**config.mk**
```make
export PLATFORM = sky130hd
export DESIGN_NAME = fetch_pc_gen
export DESIGN_NICKNAME = d
export VERILOG_FILES = /design/src/rtl/riscv_fetch_pkg.sv /design/src/rtl/sync_fifo.sv /design/src/rtl/fetch_pc_gen.sv
export SDC_FILE = /design/constraint.sdc
export NUM_CORES = 1
export LEC_CHECK = 0
export ABC_CLOCK_PERIOD_IN_PS = 20300
export CAP_MARGIN = 5
export CORE_ASPECT_RATIO = 1.1
export CORE_MARGIN = 2
export CORE_UTILIZATION = 60
export CTS_CLUSTER_SIZE = 12
export DETAILED_ROUTE_END_ITERATION = 10
export HOLD_SLACK_MARGIN = 0.02
export PLACE_DENSITY_LB_ADDON = 0.08
export RECOVER_POWER = 50
export SLEW_MARGIN = 40
export SYNTH_ARGS = -nofsm -noshare
export SYNTH_HDL_FRONTEND = slang
export SYNTH_HIERARCHICAL = 1
export SYNTH_SLANG_ARGS = --single-unit
```
**constraint.sdc**
```tcl
create_clock -name clk -period 20.3 [get_ports clk]
set_input_delay 4.06 -clock clk [delete_from_list [all_inputs] [get_ports clk]]
set_output_delay 4.06 -clock clk [all_outputs]
set_load 0.05 [all_outputs]
```
**src/rtl/riscv_fetch_pkg.sv**
```systemverilog
// Shared types and helpers for the fetch PC generation stage.
package riscv_fetch_pkg;

  localparam int unsigned INSN_BYTES = 4;

  // Bookkeeping for one accepted-but-unreturned imem request.
  typedef struct packed {
    logic [31:0] pc;
    logic        pred_taken;
    logic [31:0] target;
    logic        epoch;
  } fetch_meta_t;

  // One fetch-queue entry handed to decode.
  typedef struct packed {
    logic [31:0] pc;
    logic [31:0] insn;
    logic        pred_taken;
    logic [31:0] target;
  } fq_entry_t;

  function automatic logic [31:0] align_pc(input logic [31:0] addr);
    return {addr[31:2], 2'b00};
  endfunction

endpackage

```
**src/rtl/sync_fifo.sv**
```systemverilog
// Generic synchronous FIFO with flush and occupancy count.
module sync_fifo #(
  parameter  int unsigned WIDTH = 8,
  parameter  int unsigned DEPTH = 4,
  localparam int unsigned CW    = $clog2(DEPTH + 1)
) (
  input  logic             clk,
  input  logic             rst,
  input  logic             push,
  input  logic [WIDTH-1:0] push_data,
  input  logic             pop,
  input  logic             flush,
  output logic [WIDTH-1:0] pop_data,
  output logic             full,
  output logic             empty,
  output logic [CW-1:0]    count
);

  localparam int unsigned AW = (DEPTH > 1) ? $clog2(DEPTH) : 1;

  logic [WIDTH-1:0] mem [DEPTH];
  logic [AW-1:0]    rd_ptr;
  logic [AW-1:0]    wr_ptr;

  function automatic logic [AW-1:0] bump(input logic [AW-1:0] p);
    return (p == AW'(DEPTH - 1)) ? '0 : p + AW'(1);
  endfunction

  assign empty    = (count == '0);
  assign full     = (count == CW'(DEPTH));
  assign pop_data = mem[rd_ptr];

  // Data array write; contents need no reset since count gates visibility.
  always_ff @(posedge clk) begin
    if (push && !flush) mem[wr_ptr] <= push_data;
  end

  // Pointer and occupancy update; flush discards everything at once.
  always_ff @(posedge clk) begin
    if (rst || flush) begin
      rd_ptr <= '0;
      wr_ptr <= '0;
      count  <= '0;
    end else begin
      if (push) wr_ptr <= bump(wr_ptr);
      if (pop)  rd_ptr <= bump(rd_ptr);
      if (push && !pop)      count <= count + CW'(1);
      else if (pop && !push) count <= count - CW'(1);
    end
  end

  pop_when_empty: assert property (@(posedge clk) disable iff (rst) !(pop && empty));
  push_when_full: assert property (@(posedge clk) disable iff (rst) !(push && full));

endmodule

```
**src/rtl/fetch_pc_gen.sv**
```systemverilog
// Fetch PC generation: predictor lookup, imem request issue, outstanding
// tracking and fetch queue with redirect-driven wrong-path discard.
module fetch_pc_gen
  import riscv_fetch_pkg::*;
#(
  parameter logic [31:0] RESET_PC        = 32'h0000_0000,
  parameter int unsigned FQ_DEPTH        = 4,
  parameter int unsigned MAX_OUTSTANDING = 2
) (
  input  logic        clk,
  input  logic        rst,
  output logic [31:0] bp_addr,
  input  logic        bp_hit,
  input  logic        bp_taken,
  input  logic [31:0] bp_paddr,
  input  logic        redirect,
  input  logic [31:0] redirect_pc,
  output logic        imem_req_valid,
  input  logic        imem_req_ready,
  output logic [31:0] imem_req_addr,
  input  logic        imem_resp_valid,
  input  logic [31:0] imem_resp_data,
  output logic        fq_valid,
  input  logic        fq_ready,
  output logic [31:0] fq_pc,
  output logic [31:0] fq_insn,
  output logic        fq_pred_taken,
  output logic [31:0] fq_pred_target
);

  localparam int unsigned MCW = $clog2(MAX_OUTSTANDING + 1);
  localparam int unsigned FCW = $clog2(FQ_DEPTH + 1);

  logic [31:0]    pc;
  logic           epoch;
  logic [MCW-1:0] stale;
  logic           pred_taken;
  logic [31:0]    next_pc;
  logic           accept;

  fetch_meta_t    meta_in;
  fetch_meta_t    meta_out;
  logic           meta_full;
  logic           meta_empty;
  logic [MCW-1:0] meta_count;

  fq_entry_t      fq_in;
  fq_entry_t      fq_out;
  logic           fq_push;
  logic           fq_pop;
  logic           fq_full;
  logic           fq_empty;
  logic [FCW-1:0] fq_count;
  logic           unused_flags;

  assign bp_addr       = pc;
  assign imem_req_addr = pc;
  assign pred_taken    = bp_hit && bp_taken;
  assign next_pc       = pred_taken ? align_pc(bp_paddr) : pc + 32'(INSN_BYTES);

  // Credit: every accepted request is guaranteed a fetch-queue slot.
  assign imem_req_valid = !rst && !redirect && !meta_full &&
                          ((32'(meta_count) + 32'(fq_count)) < FQ_DEPTH);
  assign accept         = imem_req_valid && imem_req_ready;

  assign meta_in = '{pc: pc, pred_taken: pred_taken, target: next_pc, epoch: epoch};

  // A one-bit epoch aliases after two redirects with requests still in
  // flight; the stale count drops exactly those requests regardless.
  assign fq_push = imem_resp_valid && !redirect && (stale == '0) && (meta_out.epoch == epoch);
  assign fq_pop  = !fq_empty && fq_ready;
  assign fq_in   = '{pc: meta_out.pc, insn: imem_resp_data,
                     pred_taken: meta_out.pred_taken, target: meta_out.target};

  assign fq_valid       = !fq_empty;
  assign fq_pc          = fq_out.pc;
  assign fq_insn        = fq_out.insn;
  assign fq_pred_taken  = fq_out.pred_taken;
  assign fq_pred_target = fq_out.target;

  assign unused_flags = fq_full | meta_empty;

  // PC and epoch: redirect wins, otherwise advance only on accept.
  always_ff @(posedge clk) begin
    if (rst) begin
      pc    <= RESET_PC;
      epoch <= 1'b0;
    end else if (redirect) begin
      pc    <= align_pc(redirect_pc);
      epoch <= ~epoch;
    end else if (accept) begin
      pc    <= next_pc;
    end
  end

  // Count of in-flight requests issued before the latest redirect.
  always_ff @(posedge clk) begin
    if (rst) begin
      stale <= '0;
    end else if (redirect) begin
      stale <= meta_count - MCW'(imem_resp_valid);
    end else if (imem_resp_valid && (stale != '0)) begin
      stale <= stale - MCW'(1);
    end
  end

  sync_fifo #(
    .WIDTH ($bits(fetch_meta_t)),
    .DEPTH (MAX_OUTSTANDING)
  ) u_meta_fifo (
    .clk       (clk),
    .rst       (rst),
    .push      (accept),
    .push_data (meta_in),
    .pop       (imem_resp_valid),
    .flush     (1'b0),
    .pop_data  (meta_out),
    .full      (meta_full),
    .empty     (meta_empty),
    .count     (meta_count)
  );

  sync_fifo #(
    .WIDTH ($bits(fq_entry_t)),
    .DEPTH (FQ_DEPTH)
  ) u_fetch_queue (
    .clk       (clk),
    .rst       (rst),
    .push      (fq_push),
    .push_data (fq_in),
    .pop       (fq_pop),
    .flush     (redirect),
    .pop_data  (fq_out),
    .full      (fq_full),
    .empty     (fq_empty),
    .count     (fq_count)
  );

endmodule

```
==> results of run 1 <==
## registers in the layout, indices dropped and copies added (netlist names), named ones only
signal                flops
u_meta_fifo/count         2
u_fetch_queue/rd_ptr      2
u_fetch_queue/wr_ptr      2
u_fetch_queue/count       3
u_meta_fifo/rd_ptr        1
u_meta_fifo/mem         132
epoch                     1
u_meta_fifo/wr_ptr        1
bp_addr                  32
u_fetch_queue/mem       388
stale                     2
## routing by layer
layer	routed length, µm	vias to the layer above
met4	1220	0
met2	23300	505
met1	19500	5939
met5	0	-
li1	-	5037
met3	3730	71
## placed cells by master, fill, tap and decap left out, types with 6 or more instances in the layout
| cell | count |
|---|---|
| edfxtp_1 | 520 |
| nand3_1 | 9 |
| dlygate4sd3_1 | 80 |
| o21ai_0 | 16 |
| xnor2_1 | 15 |
| mux4_2 | 97 |
| clkbuf_16 | 55 |
| clkbuf_1 | 24 |
| conb_1 | 7 |
| inv_1 | 15 |
| nand4_1 | 9 |
| buf_4 | 6 |
| clkdlybuf4s50_1 | 180 |
| nand2_1 | 44 |
| a21oi_1 | 33 |
| a22oi_1 | 25 |
| nor3_1 | 8 |
| mux2_1 | 65 |
| ha_1 | 11 |
| dfxtp_1 | 47 |
| nor2_1 | 38 |
| o2bb2ai_1 | 10 |
| buf_6 | 6 |
| xor2_1 | 18 |
| and3_1 | 9 |
## layout make-up
cell class	instances	area (µm²)	share of cell area [%]
inverter	15	56.3	0.213
timing repair buffer	278	2740	10.3
clock inverter	4	21.3	0.0804
tap	487	609	2.30
sequential	569	16600	62.7
antenna	3	7.51	0.0284
clock buffer	76	1480	5.57
multi-input combinational	479	4950	18.7
## worst min-delay path by stage
| stage | end | cells past startpoint |
|---|---|---|
| after floorplan | u_fetch_queue/count[2] | 2 |
| after global placement | u_meta_fifo/mem[1][0] | 0 |
| after detailed placement | u_fetch_queue/count[2] | 2 |
| after CTS | u_fetch_queue/count[2] | 2 |
| after global routing | u_meta_fifo/mem[0][0] | 0 |
| final | u_meta_fifo/mem[1][0] | 0 |
## power groups by stage
stage               clock, µW  combinational, µW  sequential, µW
CTS                       900                186            1310
detailed placement          0                185            1340
global placement            0                179            1340
finish                    882                179            1310
global route              946                188            1310
floorplan                   0                106            1340
## through the flow
stage	total power [µW]	setup slack, ps
floorplan	1450	8900
global placement	1520	10020
detailed placement	1520	10040
CTS	2400	10020
global route	2450	9180
finish	2370	9280
## critical path, stage by stage
cell	delay [ps]
buf_2	90
clkbuf_1	820
or4_1	830
nor3_2	280
clkdlybuf4s50_1	860
==> results.sh, run 1 <==
export IMPL_cp_data_required_time_ps=16240
export IMPL_worstPathArrival_ps=6960
export IMPL_hold_viol=0
export IMPL_grt_antenna_before_repair=3
export IMPL_p_leak_uw=0.00851
export IMPL_drive_above_1_share_pct=13.5
export IMPL_timing_hold_ws_ps=538
export IMPL_start_kind="input pin"
export IMPL_cts_buffer_depth=3
export IMPL_comb_power_share_pct=7.5
export IMPL_cp_max_fo=41
export IMPL_wire_per_inst_um=25.0
export IMPL_viasPerCell=6.05
export IMPL_internal_power_uw=1860
export IMPL_grt_max_degree=69
export IMPL_finalInstanceArea_um2=26500
export IMPL_violations="capacitance limit, slew limit"
export IMPL_grt_overflow=0
export IMPL_status="finished with violations"
export IMPL_final_cells=1911
export IMPL_setup_viol=0
export IMPL_die_x_um=187
export IMPL_slew_headroom_pct=-99.4
export IMPL_track_usage_pct=25.0
export IMPL_clock_sinks=569
export IMPL_route_detailed_drc=0
export IMPL_gp_congestion=0.825
export IMPL_nNetsFinal=1513
export IMPL_area_growth_pct=19.6
export IMPL_setup_tns_ps=0
export IMPL_dp_hpwl_um=29000
export IMPL_skew_ps=9.06
export IMPL_p_sw_share_pct=21.8
export IMPL_rsz0062_at_grt="false"
export IMPL_cts_buffers_inserted=54
export IMPL_worst_slew_pin_slew_ps=2990
export IMPL_cts_tree="built"
export IMPL_cts_root_buf="clkbuf_16"
export IMPL_worst_setup_path_type="input pin to output pin"
export IMPL_drv_slew=201
export IMPL_drtPass1Iterations=5
export IMPL_max_freq_mhz=90.7
export IMPL_worstSetupStartpoint="redirect"
export IMPL_core_area_um2=36300
export IMPL_powerDensity_nw_per_um2=89.7
export IMPL_io_pins=267
export IMPL_dpl_cell_area_um2=25000
export IMPL_fin_crit_ps=11020
export IMPL_p_switching_uw=518
export IMPL_first_iter_violations=1006
export IMPL_grt_pass1_wl_um=71100
export IMPL_dp_cells=1828
export IMPL_reg2reg_to="u_fetch_queue/mem[1][49]"
export IMPL_rrSetupSlack_ps=13180
export IMPL_hp_class="flop to flop"
export IMPL_clkPwrFrac_pct=37.2
export IMPL_initial_core_util_pct=61.0
export IMPL_r2r_cells=8
export IMPL_post_cts_buffers=0
export IMPL_cts_hold_buf=0
export IMPL_vias=11552
export IMPL_finalWirelength_um=47800
export IMPL_grtUsageMet1_pct=34.9
export IMPL_cts_reportedPaths_clkPinSlew_ps=60
export IMPL_syn_instance_count=1139
export IMPL_crit_end="imem_req_valid"
export IMPL_ant_nets=0
export IMPL_io_buffers=262
export IMPL_peakVddDrop_uv=64.7
export IMPL_cts_resized=0
export IMPL_p_seq_share_pct=55.3
export IMPL_busiest_layer="met2"
export IMPL_maxCapViolCount=6
export IMPL_fillers=2220
export IMPL_die_y_um=205
export IMPL_htreeDepth=2
export IMPL_syn_avg_cell_area_um2=19.4
export IMPL_grt_pass1_vias=11618
export IMPL_grt_use_met3_pct=4.72
export IMPL_yosysWarnings=6
export IMPL_utilization_pct=73.0
export IMPL_rows=73
export IMPL_clk_insertion_delay_late_ps=570
export IMPL_endpoint_kind="output pin"
export IMPL_hp_start="epoch"
export IMPL_grt_use_met2_pct=40.5
export IMPL_die_area_um2=38400
export IMPL_syn_cell_area_um2=22100
export IMPL_period_share_pct=54.3
(Power assumes the default switching activity.)
==> run 2: changes to the inputs <==
- ABC_CLOCK_PERIOD_IN_PS: 20300 -> 10900
- CORE_UTILIZATION: 60 -> 56
- clock period: 20.3 -> 10.9 ns (I/O delays scaled with it)
==> run 2 against run 1 <==
  * The run still ends with capacitance limit, slew limit left
  * Clock power grew 89%
  * Non-clock buffer count stayed put
  * Setup slack worse by 5800 ps
  * Utilization down 5.1 points
  * Combinational power rose by 88%
  * Critical path depth unchanged
  * Sequential share of layout area decreased by 0.15 points
  * Clock skew increased by 13 ps
  * Die area is 7.0% higher
  * Via count is 1.1% lower
  * Routed wire length grew 1.1%
  * Largest power group unchanged
==> results.sh, run 2 (synthesis results as in run 1) <==
export IMPL_status="finished with violations"
export IMPL_violations="capacitance limit, slew limit"
export IMPL_rsz0062_at_grt="false"
export IMPL_timing_hold_ws_ps=529
export IMPL_worstPathArrival_ps=5200
export IMPL_dpl_cell_area_um2=25000
export IMPL_cp_data_required_time_ps=8720
export IMPL_busiest_layer="met2"
export IMPL_drive_above_1_share_pct=13.7
export IMPL_die_y_um=213
export IMPL_worst_setup_path_type="input pin to output pin"
export IMPL_rows=76
export IMPL_cts_buffer_depth=3
export IMPL_vias=11430
export IMPL_cts_tree="built"
export IMPL_slowest_stage="clkdlybuf4s50_1"
export IMPL_initial_core_util_pct=56.6
export IMPL_io_pins=267
export IMPL_fin_crit_ps=7380
export IMPL_cts_hold_buf=0
export IMPL_clock_sinks=569
export IMPL_wire_per_inst_um=25.0
export IMPL_timing_final_ws_setup_ps=3520
export IMPL_regMostFlops="u_fetch_queue/mem"
export IMPL_skew_ps=21.8
export IMPL_endpoint_kind="output pin"
export IMPL_grtUsageMet1_pct=31.7
export IMPL_final_common_cell="edfxtp_1"
export IMPL_viasPerCell=5.93
export IMPL_dp_hpwl_um=29300
export IMPL_critPathMaxStageDelay_ps=880
export IMPL_cts_root_buf="clkbuf_16"
export IMPL_post_cts_buffers=0
export IMPL_route_detailed_drc=0
export IMPL_clk_insertion_delay_late_ps=580
export IMPL_max_freq_mhz=136
export IMPL_htreeDepth=2
export IMPL_area_growth_pct=19.9
export IMPL_finalInstanceArea_um2=26500
export IMPL_utilization_pct=67.9
export IMPL_path_cells="buf_2 -> clkbuf_1 -> or4_1 -> nor3_2 -> clkdlybuf4s50_1"
export IMPL_nNetsFinal=1514
export IMPL_fillers=2617
export IMPL_grt_use_met3_pct=5.23
export IMPL_grt_use_met2_pct=38.7
export IMPL_first_iter_violations=777
export IMPL_drtPass1Iterations=5
export IMPL_slew_headroom_pct=-127
export IMPL_pre_cts_ws_ps=4320
export IMPL_mostFrequentLayoutCells="edfxtp_1, clkdlybuf4s50_1, mux4_2"
export IMPL_track_usage_pct=23.6
export IMPL_grt_max_degree=69
export IMPL_gp_congestion=0.805
export IMPL_setup_tns_ps=0
export IMPL_cts_resized=0
export IMPL_die_x_um=194
export IMPL_die_area_um2=41100
export IMPL_powerDensity_nw_per_um2=168
export IMPL_ant_nets=0
export IMPL_cts_reportedPaths_clkPinSlew_ps=60
export IMPL_maxCapViolCount=8
export IMPL_start_kind="input pin"
export IMPL_grt_pass1_vias=11628
export IMPL_insertedDiodeCount=0
export IMPL_cp_max_fo=41
export IMPL_largest_register_ffs=388
export IMPL_worst_slew_pin_slew_ps=3400
export IMPL_peakVddDrop_uv=116
export IMPL_io_buffers=262
export IMPL_finalWirelength_um=48300
export IMPL_drv_slew=294
export IMPL_grt_overflow=0
export IMPL_core_area_um2=39100
export IMPL_grt_antenna_before_repair=2
export IMPL_p_leak_uw=0.00846
export IMPL_hp_class="flop to flop"
export IMPL_period_share_pct=67.7
export IMPL_cts_buffers_inserted=55
export IMPL_grt_pass1_wl_um=71700
export IMPL_hold_viol=0
export IMPL_setup_viol=0
[run 2: changes by cell type in the layout (fill, tap and decap cells not counted), sizes merged]
cell and delta:
buf +1, clkbuf -4, clkdlybuf4s50 +26, clkinv +5
clkinvlp +1, diode -3, dlygate4sd3 -26, inv -2
[run 2: through the flow]
step,power [µW],cells
3_3_place_gp,2830,1846
4_1_cts,4500,1928
6_report,4450,1929
2_1_floorplan,2700,1145
5_1_grt,4590,1929
3_5_place_dp,2840,1847
[run 2: area by class of cell]
class	instances	area, µm²	area share (%)
multi-input combinational	479	4950	18.7
tap	507	634	2.39
clock buffer	73	1500	5.64
inverter	15	56.3	0.212
timing repair buffer	278	2750	10.4
sequential	569	16600	62.6
clock inverter	8	40.0	0.151
[run 2: critical path: cells and delay by family]
kind / cells / cell delay [ps]
AND/OR/NAND/NOR: 2 / 1180
buffers and inverters: 3 / 1810
[run 2: worst paths after layout]
check	startpoint	endpoint	slack (ps)	cells past startpoint
setup / recovery	redirect	imem_req_valid	3520	5
hold / removal	epoch	u_meta_fifo/mem[0][0]	530	0
setup reg to reg	flop	u_fetch_queue/mem[3][30]	4250	7
hold reg to reg	epoch	u_meta_fifo/mem[0][0]	530	0
[run 2: report_power, final]
group | internal, µW | leakage (µW) | switching [µW]
registers | 2410 | 0.00510 | 39.0
clock network | 945 | 0.000743 | 724
logic | 126 | 0.00262 | 210
total | 3480 | 0.00846 | 974
[run 2: layer usage]
metal / vias up / wire, µm
li1: 5020 / -
met1: 5838 / 19400
met2: 486 / 23800
met3: 86 / 3810
met4: 0 / 1310
met5: - / 0
==> run 3: changes to the inputs <==
- ABC_CLOCK_PERIOD_IN_PS: 10900 -> 7600
- clock period: 10.9 -> 7.6 ns (I/O delays scaled with it)
==> run 3 against run 2 <==
  * The flow still finishes with violations (capacitance limit, slew limit)
  * Worst hold slack better by 1.5 ps
  * Setup slack worse by 2100 ps
  * Sequential power is 43% higher
  * Total power is 45% higher
==> results.sh, run 3 (synthesis results as in run 1) <==
export IMPL_status="finished with violations"
export IMPL_violations="capacitance limit, slew limit"
export IMPL_start_kind="input pin"
export IMPL_worstPathArrival_ps=6290
export IMPL_first_iter_violations=871
export IMPL_timing_final_ws_setup_ps=1460
export IMPL_path_cells="clkbuf_1 -> or4_1 -> nor3_1 -> nand2_1 -> inv_1 -> and3b_1 -> clkbuf_1"
export IMPL_die_y_um=213
export IMPL_cp_data_required_time_ps=7750
export IMPL_largest_register_ffs=388
export IMPL_skew_ps=16.8
export IMPL_post_cts_buffers=0
export IMPL_grt_max_degree=55
export IMPL_die_area_um2=41100
export IMPL_fin_crit_ps=6140
export IMPL_endpoint_kind="flop"
export IMPL_max_freq_mhz=163
export IMPL_grt_pass1_vias=11790
export IMPL_peakVddDrop_uv=197
export IMPL_final_common_cell="edfxtp_1"
export IMPL_cts_buffers_inserted=55
export IMPL_cts_buffer_depth=3
export IMPL_die_x_um=194
export IMPL_mostFrequentLayoutCells="edfxtp_1, clkdlybuf4s50_1, mux4_2"
export IMPL_vias=11620
export IMPL_cts_tree="built"
export IMPL_htreeDepth=2
export IMPL_drtPass1Iterations=5
export IMPL_core_area_um2=39100
export IMPL_grt_overflow=0
export IMPL_ant_nets=0
export IMPL_hold_viol=0
export IMPL_slew_headroom_pct=-52.1
export IMPL_drive_above_1_share_pct=13.4
export IMPL_grt_antenna_before_repair=5
export IMPL_fillers=2652
export IMPL_clock_sinks=569
export IMPL_io_pins=267
export IMPL_rsz0062_at_grt="false"
export IMPL_drv_slew=285
export IMPL_rows=76
export IMPL_dp_hpwl_um=30600
export IMPL_regArea_um2=16600
export IMPL_critPathMaxStageDelay_ps=1410
export IMPL_io_buffers=262
export IMPL_track_usage_pct=24.0
export IMPL_regMostFlops="u_fetch_queue/mem"
export IMPL_setup_tns_ps=0
export IMPL_period_share_pct=80.7
export IMPL_wire_per_inst_um=25.2
export IMPL_crit_path_frequent_cell="clkbuf_1"
export IMPL_worst_slew_pin_slew_ps=2280
export IMPL_cp_max_fo=41
export IMPL_pre_cts_ws_ps=2580
export IMPL_setup_viol=0
export IMPL_p_leak_uw=0.00847
export IMPL_maxCapViolCount=9
export IMPL_multi_input_area_um2=4930
export IMPL_worst_setup_path_type="input pin to flop"
export IMPL_finalWirelength_um=49200
export IMPL_cts_root_buf="clkbuf_16"
export IMPL_area_growth_pct=20.4
export IMPL_slowest_stage="clkbuf_1"
export IMPL_nNetsFinal=1524
export IMPL_hp_class="flop to flop"
export IMPL_cts_resized=0
export IMPL_timing_hold_ws_ps=530
export IMPL_route_detailed_drc=0
export IMPL_viasPerCell=5.96
export IMPL_clk_insertion_delay_late_ps=580
export IMPL_gp_congestion=0.820
export IMPL_initial_core_util_pct=56.6
export IMPL_cts_hold_buf=0
export IMPL_powerDensity_nw_per_um2=242
export IMPL_cts_reportedPaths_clkPinSlew_ps=60
export IMPL_grt_pass1_wl_um=73200
## run 3: metrics by stage
stage	cells	instance area (µm²)	utilization, %	power, µW
3_3_place_gp	1850	25000	64.1	4060
6_report	1950	26600	68.2	6440
5_1_grt	1950	26600	68.2	6630
3_5_place_dp	1857	25200	64.4	4070
2_1_floorplan	1145	22200	-	3870
4_1_cts	1946	26800	68.5	6510
## run 3: routing by layer
metal,track usage [%],wire length (µm),vias to the layer above
li1,-,-,5051
met1,33.0,20000,5957
met2,39.1,23900,525
met3,4.79,3960,85
met5,0,13,-
met4,8.19,1340,2
## run 3: final timing paths
| check | from | to | slack [ps] | cells after the start |
|---|---|---|---|---|
| setup reg to reg | flop | u_fetch_queue/mem[3][76] | 2610 | 7 |
| setup / recovery | rst | u_meta_fifo/mem[1][38] | 1460 | 7 |
| hold reg to reg | u_fetch_queue/rd_ptr[1] | flop | 530 | 2 |
| hold / removal | u_fetch_queue/rd_ptr[1] | flop | 530 | 2 |
## run 3: report_power, final
part,internal (µW),switching [µW],leakage [µW]
combinational,183,307,0.00260
sequential,3460,53.2,0.00510
clock,1400,1050,0.000760
total,5030,1410,0.00847
## run 3: critical path, delay by kind of cell
family | cells | cell delay [ps]
buffers and inverters | 3 | 2420
and+or+nand+nor | 4 | 2320
## run 3: final cells by class
class,count,share of cell area [%]
Sequential cell,569,62.3
Multi-Input combinational cell,479,18.5
Timing Repair Buffer,288,10.6
Clock buffer,83,5.72
Tap cell,507,2.38
Inverter,15,0.216
Clock inverter,6,0.193
Antenna cell,3,0.0282
